$ cat config.mk
export PLATFORM = sky130hd
export DESIGN_NAME = alarm_melody
export DESIGN_NICKNAME = d
export VERILOG_FILES = /design/src/rtl/alarm_melody.sv
export SDC_FILE = /design/constraint.sdc
export NUM_CORES = 1
export LEC_CHECK = 0
export ABC_CLOCK_PERIOD_IN_PS = 2900
export BUFFER_PORTS_ARGS = -buffer_cell sky130_fd_sc_hd__buf_2
export CAP_MARGIN = 25
export CORE_ASPECT_RATIO = 1.75
export CORE_MARGIN = 4
export CORE_UTILIZATION = 54
export DETAILED_ROUTE_END_ITERATION = 16
export PLACE_DENSITY = 0.74
export SYNTH_ARGS = -nofsm -noshare
export SYNTH_HDL_FRONTEND = slang
export SYNTH_SLANG_ARGS = --single-unit
$ cat constraint.sdc
create_clock -name clk -period 2.9 [get_ports clk]
set_input_delay 0.58 -clock clk [delete_from_list [all_inputs] [get_ports clk]]
set_output_delay 0.58 -clock clk [all_outputs]
set_load 0.05 [all_outputs]
$ cat src/rtl/alarm_melody.sv
// Alarm tone generator: plays a fixed melody on a piezo pin with snooze,
// repeat limit and auto-stop. The beat enable is derived from the system clock.
module alarm_melody #(
    parameter int CLK_HZ       = 1000000,
    parameter int BEAT_DIV     = 250000,
    parameter int SEQ_LEN      = 16,
    parameter int REPEATS      = 3,
    parameter int SNOOZE_BEATS = 40,
    parameter int MAX_SNOOZE   = 3
) (
    input  logic       clk,
    input  logic       rst,
    input  logic       start,
    input  logic       stop,
    input  logic       snooze,
    output logic       piezo,
    output logic       led,
    output logic       busy,
    output logic [3:0] note_idx,
    output logic       done
);

    localparam logic [1:0] S_IDLE   = 2'd0;
    localparam logic [1:0] S_PLAY   = 2'd1;
    localparam logic [1:0] S_SNOOZE = 2'd2;

    localparam int BW = $clog2(BEAT_DIV);
    localparam int PW = (REPEATS < 2) ? 1 : $clog2(REPEATS);
    localparam int SW = (MAX_SNOOZE < 1) ? 1 : $clog2(MAX_SNOOZE + 1);
    localparam int NW = (SNOOZE_BEATS < 2) ? 1 : $clog2(SNOOZE_BEATS);

    localparam logic [BW-1:0] BEAT_LAST   = BW'(BEAT_DIV - 1);
    localparam logic [BW-1:0] BEAT_HALF   = BW'(BEAT_DIV / 2);
    localparam logic [3:0]    NOTE_LAST   = 4'(SEQ_LEN - 1);
    localparam logic [PW-1:0] PASS_LAST   = PW'((REPEATS == 0) ? 0 : REPEATS - 1);
    localparam logic [SW-1:0] SNOOZE_MAX  = SW'(MAX_SNOOZE);
    localparam logic [NW-1:0] SNOOZE_LAST = NW'(SNOOZE_BEATS - 1);

    function automatic logic [15:0] half_period(input int freq);
        int hp;
        hp = CLK_HZ / (2 * freq);
        return (hp < 1) ? 16'd1 : 16'(hp);
    endfunction

    localparam logic [15:0] HP_C4 = half_period(262);
    localparam logic [15:0] HP_D4 = half_period(294);
    localparam logic [15:0] HP_E4 = half_period(330);
    localparam logic [15:0] HP_F4 = half_period(349);
    localparam logic [15:0] HP_G4 = half_period(392);
    localparam logic [15:0] HP_A4 = half_period(440);
    localparam logic [15:0] HP_B4 = half_period(494);
    localparam logic [15:0] HP_C5 = half_period(523);

    logic [1:0]    state;
    logic [BW-1:0] beat_cnt;
    logic [PW-1:0] pass_cnt;
    logic [SW-1:0] snooze_cnt;
    logic [NW-1:0] snooze_beats;
    logic [15:0]   tone_cnt;
    logic          start_q, stop_q, snooze_q;
    logic [3:0]    code;
    logic [15:0]   hp;

    logic start_e, stop_e, snooze_e, tick, snooze_go, tone_run;

    assign start_e   = start & ~start_q;
    assign stop_e    = stop & ~stop_q;
    assign snooze_e  = snooze & ~snooze_q;
    assign tick      = (state != S_IDLE) && (beat_cnt == BEAT_LAST);
    assign snooze_go = (state == S_PLAY) && !stop_e && snooze_e && (snooze_cnt < SNOOZE_MAX);
    assign tone_run  = (state == S_PLAY) && !stop_e && !snooze_go && !tick && (code != 4'd0);
    assign busy      = (state != S_IDLE);

    always_comb begin
        code = 4'd0;
        case (note_idx)
            4'd0:  code = 4'd1;
            4'd1:  code = 4'd3;
            4'd2:  code = 4'd5;
            4'd3:  code = 4'd8;
            4'd4:  code = 4'd0;
            4'd5:  code = 4'd8;
            4'd6:  code = 4'd5;
            4'd7:  code = 4'd3;
            4'd8:  code = 4'd1;
            4'd9:  code = 4'd0;
            4'd10: code = 4'd1;
            4'd11: code = 4'd3;
            4'd12: code = 4'd5;
            4'd13: code = 4'd8;
            4'd14: code = 4'd8;
            4'd15: code = 4'd0;
            default: code = 4'd0;
        endcase
    end

    always_comb begin
        hp = 16'd1;
        case (code)
            4'd1: hp = HP_C4;
            4'd2: hp = HP_D4;
            4'd3: hp = HP_E4;
            4'd4: hp = HP_F4;
            4'd5: hp = HP_G4;
            4'd6: hp = HP_A4;
            4'd7: hp = HP_B4;
            4'd8: hp = HP_C5;
            default: hp = 16'd1;
        endcase
    end

    always_comb begin
        led = 1'b0;
        case (state)
            S_PLAY:   led = (beat_cnt < BEAT_HALF);
            S_SNOOZE: led = 1'b1;
            default:  led = 1'b0;
        endcase
    end

    // Stop is checked first in every state, so it beats a tick, a snooze or a done.
    always_ff @(posedge clk) begin
        if (rst) begin
            state        <= S_IDLE;
            beat_cnt     <= '0;
            pass_cnt     <= '0;
            snooze_cnt   <= '0;
            snooze_beats <= '0;
            note_idx     <= 4'd0;
            done         <= 1'b0;
            start_q      <= 1'b0;
            stop_q       <= 1'b0;
            snooze_q     <= 1'b0;
        end else begin
            start_q  <= start;
            stop_q   <= stop;
            snooze_q <= snooze;
            done     <= 1'b0;
            case (state)
                S_IDLE: begin
                    beat_cnt     <= '0;
                    pass_cnt     <= '0;
                    snooze_beats <= '0;
                    note_idx     <= 4'd0;
                    if (start_e && !stop_e) begin
                        state      <= S_PLAY;
                        snooze_cnt <= '0;
                    end
                end
                S_PLAY: begin
                    if (stop_e) begin
                        state    <= S_IDLE;
                        beat_cnt <= '0;
                        pass_cnt <= '0;
                        note_idx <= 4'd0;
                    end else if (snooze_go) begin
                        state        <= S_SNOOZE;
                        snooze_cnt   <= snooze_cnt + 1'b1;
                        snooze_beats <= '0;
                        beat_cnt     <= '0;
                    end else if (tick) begin
                        beat_cnt <= '0;
                        if (note_idx == NOTE_LAST) begin
                            note_idx <= 4'd0;
                            pass_cnt <= pass_cnt + 1'b1;
                            if (REPEATS != 0 && pass_cnt == PASS_LAST) begin
                                state <= S_IDLE;
                                done  <= 1'b1;
                            end
                        end else begin
                            note_idx <= note_idx + 4'd1;
                        end
                    end else begin
                        beat_cnt <= beat_cnt + 1'b1;
                    end
                end
                S_SNOOZE: begin
                    if (stop_e) begin
                        state    <= S_IDLE;
                        beat_cnt <= '0;
                        pass_cnt <= '0;
                        note_idx <= 4'd0;
                    end else if (tick) begin
                        beat_cnt <= '0;
                        if (snooze_beats == SNOOZE_LAST) begin
                            state    <= S_PLAY;
                            note_idx <= 4'd0;
                            pass_cnt <= '0;
                        end else begin
                            snooze_beats <= snooze_beats + 1'b1;
                        end
                    end else begin
                        beat_cnt <= beat_cnt + 1'b1;
                    end
                end
                default: state <= S_IDLE;
            endcase
        end
    end

    // The tone restarts from a low level at every note boundary and state change.
    always_ff @(posedge clk) begin
        if (rst || !tone_run) begin
            tone_cnt <= 16'd0;
            piezo    <= 1'b0;
        end else if (tone_cnt == hp - 16'd1) begin
            tone_cnt <= 16'd0;
            piezo    <= ~piezo;
        end else begin
            tone_cnt <= tone_cnt + 16'd1;
        end
    end

endmodule

-- After elaboration in Yosys (flattened, before gate mapping)
Memory sizes are Yosys's and may differ from the RTL's. A register that Yosys moved wholly into a read port is not among the register bits.
Index checks and enable logic that the tools add are counted.
- register bits: 55
- memory bits (read-only): 240
- memories kept: 2
- bits of input ports: 5
- bitwise gates (word level): 10
- mux-type cells: 45
- equal/unequal tests: 21
- reductions and logical operators: 25
- $add $sub $neg: 7
- order comparisons: 2
- memories (memory ; depth ; bits a word ; read ports ; clocked after memory_dff ; write ports ; line ; source):
    (name not given) ; 16 ; 11 ; 1 ; 0 ; 0 ; 99 ; case (code)
    (name not given) ; 16 ; 4 ; 1 ; 1 ; 0 ; 76 ; case (note_idx)
- operators by type and width (kind ; count):
    two-way mux 18 bit ; 4
    one-hot mux 18 bit (3 select lines) ; 1
    two-way mux 2 bit ; 19
    two-way mux 4 bit ; 9
    two-way mux 6 bit ; 5
    adder 18 x 1 -> 18 bit, second input constant ; 1
    == test 18 bit, second input constant ; 1
    < comparator 18 x 17 -> 1 bit, second input constant ; 1
    one-hot mux 6 bit (3 select lines) ; 1
    AND reduction 6 bit ; 3
    adder 16 x 1 -> 16 bit, second input constant ; 1
    == test 16 bit ; 1
    subtractor 16 x 1 -> 16 bit, second input constant ; 1
    != test 2 bit, second input constant ; 6
    != test 3 bit, second input constant ; 4
    one-hot mux 2 bit (3 select lines) ; 2
    one-hot mux 4 bit (3 select lines) ; 1
    logical AND 1 bit ; 8
    != test 4 x 3 -> 1 bit, second input constant ; 2
    NOT 1 bit ; 7
    adder 6 x 1 -> 6 bit, second input constant ; 1
    == test 6 bit, second input constant ; 1
    OR reduction 6 bit ; 1
    AND reduction 5 bit ; 1
    other kinds (20) ; 28

-- Longest topological paths before layout
Gate-level depths: netlist (run 1).
- word-level depth: 13
- gate-level depth with buffers: 14
- mapped depth without buffers: 12

-- Worst setup path after synthesis (run 1)
Ideal clock, no wire load.
- path type: reg2reg
- start: register, netlist name code[0]
- end: register piezo
- setup time: 121 ps
- stages on the path, launching flop included: 14
- arrival: 2759 ps
- slack: 21 ps
- path through: dfxtp_1 -> inv_1 -> ha_1 -> nor2b_1 -> nor3_2 -> nor2_1 -> ha_1 -> xnor2_1 -> a221o_1 -> a21oi_1 -> and4_1 -> o2111a_1 -> buf_4 -> mux2_2
- cells in the longest elaborated chain, start to end: 4
- ends and longest elaborated chain (item ; line ; source):
    parallel branches: the longest is 4 deep, another holds subtractor 16 x 1 -> 16 bit ; - ;
    end signal: assignment ; 208 ; piezo <= ~piezo;
    end: declaration ; 16 ; output logic piezo,
Several ways; the timed one is not identified.
A chain may end at the register's enable or synchronous reset.

-- Worst setup path after layout (run 1)
- start: register state[0]
- end: register, netlist name code[0]
- cells in the longest elaborated chain, start to end: 8
- ends and longest elaborated chain (item ; line ; source):
    start: declaration ; 54 ; logic [1:0] state;
    start signal: assignment ; 124 ; state <= S_IDLE;
    start signal: assignment ; 146 ; state <= S_PLAY;
    start signal: assignment ; 152 ; state <= S_IDLE;
    == test 2 x 1 -> 1 bit ; 70, 139 ;
    logical AND 1 bit (3 in series) ; 70 ; assign snooze_go = (state == S_PLAY) && !stop_e && snooze_e && (snooze_cnt < SNOOZE_MAX);
    != test 3 bit (no line) ; - ;
    AND reduction 5 bit (no line) ; - ;
    two-way mux 4 bit (no line) (*) (2 in series) ; - ;
Mark *: on every way between the ends. The rest lies on a longest branch, timed or not.

==> results of run 1 <==
placed cells by master (no fill, tap or decap), types with 8 or more instances in the layout:
cell        n
dfxtp_1    56
nor2_1     50
nand2_1    33
buf_4      28
nor3_1     26
nand3_1    23
a21oi_1    21
xor2_1     21
o21ai_0    16
xnor2_1    16
ha_1       14
inv_1      13
nor2b_1    13
nand4_1    12
buf_2      12
and3_1      9
mux2i_1     9
nand2b_1    9
clkbuf_16   9
and2_1      8
sequential cells by signal, summed over array words and instances, names as in the netlist:
register	cells
state	2
pass_cnt	2
tone_cnt	16
code	4
beat_cnt	18
stop_q	1
done	1
note_idx	4
piezo	1
snooze_beats	6
start_q	1
snooze_q	1
snooze_cnt	2
layout make-up:
class                   count  area (sq um)
multi-input cells         377          2500
fillers                   576          2440
flip-flops and latches     59          1180
repair buffers             42           302
clock buffers              11           233
well taps                  84           105
clock inverters             5          77.6
inverters                  15          56.3
per-stage QoR:
step                      util, %  hold WS (ns)  cells  area [sq um]
after global placement       59.5         0.441    576          4110
after CTS                    64.2         0.453    593          4430
after floorplan                 -         0.432    473          3830
final                        64.6         0.452    593          4460
after global routing         64.6         0.487    593          4460
after detailed placement     59.7         0.446    577          4120
synth_stat cells (all sizes together) (9+ instances only):
master and count:
o21ai 17, nor3 27, nor2 51, xor2 21, nand2b 9, xnor2 16
inv 15, a21oi 21, mux2i 9, dfxtp 59, and3 10, ha 16
nand4 12, and2 9, nand3 23, clkbuf 16, nor2b 13, nand2 33
power groups by stage:
stage | Sequential [mW] | Clock, mW | Combinational [mW]
2_1_floorplan | 0.844 | 0 | 0.112
3_3_place_gp | 0.846 | 0 | 0.155
3_5_place_dp | 0.846 | 0 | 0.158
4_1_cts | 0.829 | 1.12 | 0.160
5_1_grt | 0.830 | 1.16 | 0.177
6_report | 0.830 | 1.09 | 0.162
worst max path at each step:
stage | slack, ns | startpoint | cells after the start | endpoint
after detailed placement | -0.004 | code[0] | 10 | piezo
after floorplan | 0.02 | code[0] | 13 | piezo
after CTS | 0.01 | code[0] | 12 | piezo
final | 0.13 | state[0] | 9 | code[0]
after global routing | -0.02 | state[1] | 9 | code[0]
after global placement | 0.07 | code[0] | 12 | piezo
what timing repair did:
item,in CTS,in global routing
pin swaps,0,1
resized for setup,1,11
buffers inserted,0,0
setup endpoints to repair,1,18
hold endpoints to repair,0,0
metal layers:
| layer | up-vias | part of all wire, % | track usage, % |
|---|---|---|---|
| li1 | 1765 | - | - |
| met2 | 82 | 55 | 41.6 |
| met3 | 31 | 2.9 | 4.56 |
| met1 | 1652 | 38 | 22.7 |
| met5 | - | 0 | 0 |
| met4 | 0 | 4.3 | 14.4 |
worst max-delay path, cell delays in order (launching register included):
cell	delay, ns
dfxtp_1	0.39
inv_1	0.09
ha_1	0.23
or3b_1	0.37
or4_4	0.45
o22ai_1	0.20
o21ai_0	0.16
nor2_1	0.26
mux2_4	0.33
a22oi_1	0.20
logic make-up (layout without fill, tap and decap cells):
family	Yosys count	in the layout	synth area share, %
fa+ha+maj	16	16	5.23
xor+xnor	37	37	8.47
flops	59	59	30.9
mux	11	11	3.04
compound gates	77	77	13.8
buf+inv	37	73	4.54
simple gates	236	236	34.1
==> reports/qor.csv, run 1 <==
metric,value,unit
Fmax,360,MHz
overall global routing resource usage,22.9,%
Synth Register Bits,59,
CP max FO,4,
synth top area cells,"dfxtp_1 (31%), ha_1 (5.2%), nor2_1 (4.9%), xor2_1 (4.8%), xnor2_1 (3.7%)",
Setup Skew,0.00752,ns
number of global-route vias before repair,3596,
Syn-to-layout area delta,16.6,%
first-pass GRT wire length,15.8,mm
Total Neg Setup Slack,0,ns
final hold vios,0,
CP required,3.13,ns
fin crit period,2.77,ns
initial antenna violation count,0,
hold-critical path endpoint,pass_cnt[0],
power per cell area,468,nW/um^2
# DRC,0,
Clock Pin Slew Worst Setup and Hold Paths,0.05,ns
min-delay src,pass_cnt[0],
routed vias,3530,
final WL,9.38,mm
WP data arrival,3.01,ns
Post-synth EDFFs,0,
slew at the pin closest to its max-slew limit,0.772,ns
prevailing post-synth register cell,dfxtp_1,
port buffer count,12,
First DRT Iteration DRCs,138,
Rows,40,
largest net degree at the start of global routing,22,
Slew headroom,48.5,%
layout cells sized above 1,17.3,%
Async SR Flop Fraction,0,%
area share of the largest cell type after synthesis,30.9,%
GRT overflow,0,
Final nets,525,
post-DP HPWL,6.94,mm
final setup vio count,0,
worst hold path type,reg -> reg,
die width,71.6,um
Setup crit start kind,flip-flop,
fin. max-slew vios,0,
Synth Warn #,0,
crit end category,flip-flop,
Psw,460,uW
Sw Ratio,22.1,%
final RePlAce weighted congestion,0.921,
Mapped Avg Cell Area,8.09,sq um
RSZ-0062 raised after global routing,yes,
Initial Util,55.4,%
type of the worst setup path,reg -> reg,
CTS Hold Bufs,0,
total power,2.09,mW
"area leader, netlist",dfxtp_1,
wire per inst,15.8,um
CTS Buffer Depth,2,
r2r setup slk,0.13,ns
Sink Count,59,
Peak supply drop,0.445,mV
MaxCap Viol Count,0,
CTS Buf Count,9,
num ports,13,
Netlist cell types,71,
Critical R2R Capture,code[0],
Comb power frac,7.7,%
core area,6910,sq um
Vias/cell,5.95,
Skew-Pair Late Insertion Delay,0.33,ns
Worst R2R Path Depth,9,
first drt pass iteration count,4,
Detail Route Antenna Nets,0,
"Seq/Total Area, Yosys",30.9,%
Clk network pwr share,52.4,%
cell area after synthesis,3830,sq um
clk root buf,clkbuf_16,
die area,8550,sq um
CTS tree,built,
Min-Delay Path Depth,2,
outcome,"complete, no violations",
reg-to-reg startpoint,state[0],
Post-Syn Instances,473,
final period utilization,95.7,%
Lkg Pwr,1.60,nW
internal power,1.63,mW
Final WS setup,0.125,ns
Antenna diodes,0,
Sequential Power Share,39.8,%
die height,119,um
Mapped Nets,494,
H-tree depth,3,
setup slack at placement,-0.00413,ns
No activity file was read; power rests on OpenSTA's default activity.
==> run 2, diff against run 1 <==
--- a/config.mk
+++ b/config.mk
@@ -10,9 +10,9 @@
 export CAP_MARGIN = 25
 export CORE_ASPECT_RATIO = 1.75
 export CORE_MARGIN = 4
-export CORE_UTILIZATION = 54
+export CORE_UTILIZATION = 50
 export DETAILED_ROUTE_END_ITERATION = 16
-export PLACE_DENSITY = 0.74
+export PLACE_DENSITY = 0.69
 export SYNTH_ARGS = -nofsm -noshare
 export SYNTH_HDL_FRONTEND = slang
 export SYNTH_SLANG_ARGS = --single-unit
==> reports/qor.csv, run 2 (synthesis results as in run 1) <==
metric,value,unit,change
first-pass GRT wire length,16.1,mm,+2.0%
Sequential Power Share,39.4,%,-0.4 points
Sink Count,59,,unchanged
wire per inst,16.0,um,+1.1%
Largest regs,"beat_cnt x18, tone_cnt x16, snooze_beats x6",,
internal power,1.62,mW,-0.24%
# DRC,0,,unchanged
core area,7510,sq um,+8.8%
Setup Skew,0.00772,ns,+0.000199 ns
worst hold path type,reg -> reg,,
H-tree depth,3,,unchanged
post-DP HPWL,7.29,mm,+5.1%
Largest Register,beat_cnt,,
Psw,483,uW,+5.0%
slowest cell on the critical path,or4_4,,
crit end category,flip-flop,,
"Setup Fix Bufs, Post-CTS",0,,unchanged
CTS Buffer Depth,2,,unchanged
Crit path largest cell delay,0.45,ns,about the same
CTS Buf Count,9,,unchanged
fin. max-slew vios,0,,unchanged
placed cell count,582,,+0.87%
port buffer count,12,,unchanged
type of the worst setup path,reg -> reg,,
first drt pass iteration count,4,,unchanged
Peak supply drop,0.379,mV,-15%
FF+latch area,1180,sq um,-0.11%
routed vias,3546,,+0.45%
final period utilization,94.5,%,-1.2 points
Antenna diodes,0,,unchanged
Final nets,526,,+0.19%
Detail Route Antenna Nets,0,,unchanged
number of global-route vias before repair,3584,,-0.33%
overall global routing resource usage,22.6,%,-0.24 points
Slew headroom,29.9,%,-19 points
die width,74.1,um,+3.5%
Buf/Inv on CP,1,,unchanged
final hold vios,0,,unchanged
CP required,3.15,ns,+0.02 ns
Lkg Pwr,1.63,nW,+1.9%
max reg flops,18,,unchanged
"delay-heaviest family, CP",simple AND/OR/NAND/NOR gates,,
slew at the pin closest to its max-slew limit,1.05,ns,+0.278 ns
die height,124,um,+3.7%
CP max FO,6,,+2
power per cell area,465,nW/um^2,-0.47%
multi-input logic area,2560,sq um,+2.1%
largest net degree at the start of global routing,19,,-14%
Rows,42,,+5.0%
Clk network pwr share,53.2,%,+0.8 points
final setup vio count,0,,unchanged
outcome,"complete, no violations",,
Skew-Pair Late Insertion Delay,0.34,ns,about the same
Setup crit start kind,flip-flop,,
Total Neg Setup Slack,0,ns,unchanged
num ports,13,,unchanged
Sw Ratio,23.0,%,+0.90 points
Syn-to-layout area delta,18.2,%,
Final Non-Filler Cells,598,,+0.84%
RSZ-0062 raised after global routing,no,,
cell chain of the critical path,"inv_1, ha_1, or3b_1, or4_4, o22ai_1, o21ai_0, nor2_1, mux2_4, a22oi_1",,
MaxCap Viol Count,0,,unchanged
fin crit period,2.74,ns,-0.0341 ns
Vias/cell,5.93,,-0.39%
clk root buf,clkbuf_16,,
final WL,9.57,mm,+2.0%
WP data arrival,2.99,ns,-0.02 ns
Clock Pin Slew Worst Setup and Hold Paths,0.06,ns,about the same
initial antenna violation count,0,,unchanged
Comb power frac,7.4,%,-0.3 points
"commonest non-fill, non-tap cell in the layout",dfxtp_1,,
Initial Util,50.9,%,-4.5 points
"commonest cells after routing, fill and taps aside","dfxtp_1 (57), nor2_1 (50), nand2_1 (33)",,
layout cells sized above 1,18.6,%,+1.3 points
GRT overflow,0,,unchanged
die area,9170,sq um,+7.3%
CTS tree,built,,
Fmax,365,MHz,+1.2%
filler cell count,692,,+20%
final RePlAce weighted congestion,0.950,,+3.1%
First DRT Iteration DRCs,192,,+39%
-- run 2: final timing paths --
kind	start	end	slack, ns	cells after the start
worst min register to register	pass_cnt[0]	pass_cnt[0]	0.46	2
worst max-delay path	state[0]	code[0]	0.16	9
worst max register to register	state[0]	code[0]	0.16	9
worst min-delay path	pass_cnt[0]	pass_cnt[0]	0.46	2
-- run 2: area by class of cell --
cell class | instances | area share (%)
timing repair buffer | 43 | 6.64
multi-input combinational | 377 | 56.5
inverter | 15 | 1.24
clock buffer | 9 | 4.98
sequential | 59 | 26.2
tap | 88 | 2.43
clock inverter | 7 | 2.05
-- run 2: tightest hold or removal path, delay by kind of cell (launching register included) --
kind	cells	cell delay, ns
AOI/OAI and AO/OA	1	0.05
DFF	1	0.31
and+or+nand+nor	1	0.06
-- run 2: timing repair --
| action | 4_1_cts | 5_1_grt |
|---|---|---|
| gates resized for setup | 0 | 18 |
| hold buffers | 0 | 0 |
| endpoints found under the setup margin | 0 | 18 |
-- run 2: layer usage --
metal / track usage (%) / vias to the layer above / wire length [um]
met5: 0 / - / 0
met4: 12.6 / 0 / 392
met3: 5.01 / 29 / 306
met2: 42.8 / 69 / 5430
met1: 21.5 / 1694 / 3440
li1: - / 1754 / -
-- run 2: through the flow --
step           util, %  area [sq um]  total power, mW  hold slack (ns)  setup WS, ns
3_5_place_dp      54.8          4120             1.00            0.451        0.0331
3_3_place_gp      54.8          4120            0.998            0.442        0.0786
5_1_grt           60.2          4520             2.17            0.492       0.00358
4_1_cts           59.1          4440             2.13            0.460      0.000742
6_report          60.2          4520             2.11            0.463         0.159
2_1_floorplan        -          3830            0.956            0.432        0.0207
-- run 2: power groups by stage --
stage / clock, mW / sequential [mW] / combinational, mW
3_5_place_dp: 0 / 0.846 / 0.156
5_1_grt: 1.16 / 0.830 / 0.175
2_1_floorplan: 0 / 0.844 / 0.112
4_1_cts: 1.14 / 0.829 / 0.157
6_report: 1.12 / 0.829 / 0.157
3_3_place_gp: 0 / 0.845 / 0.153
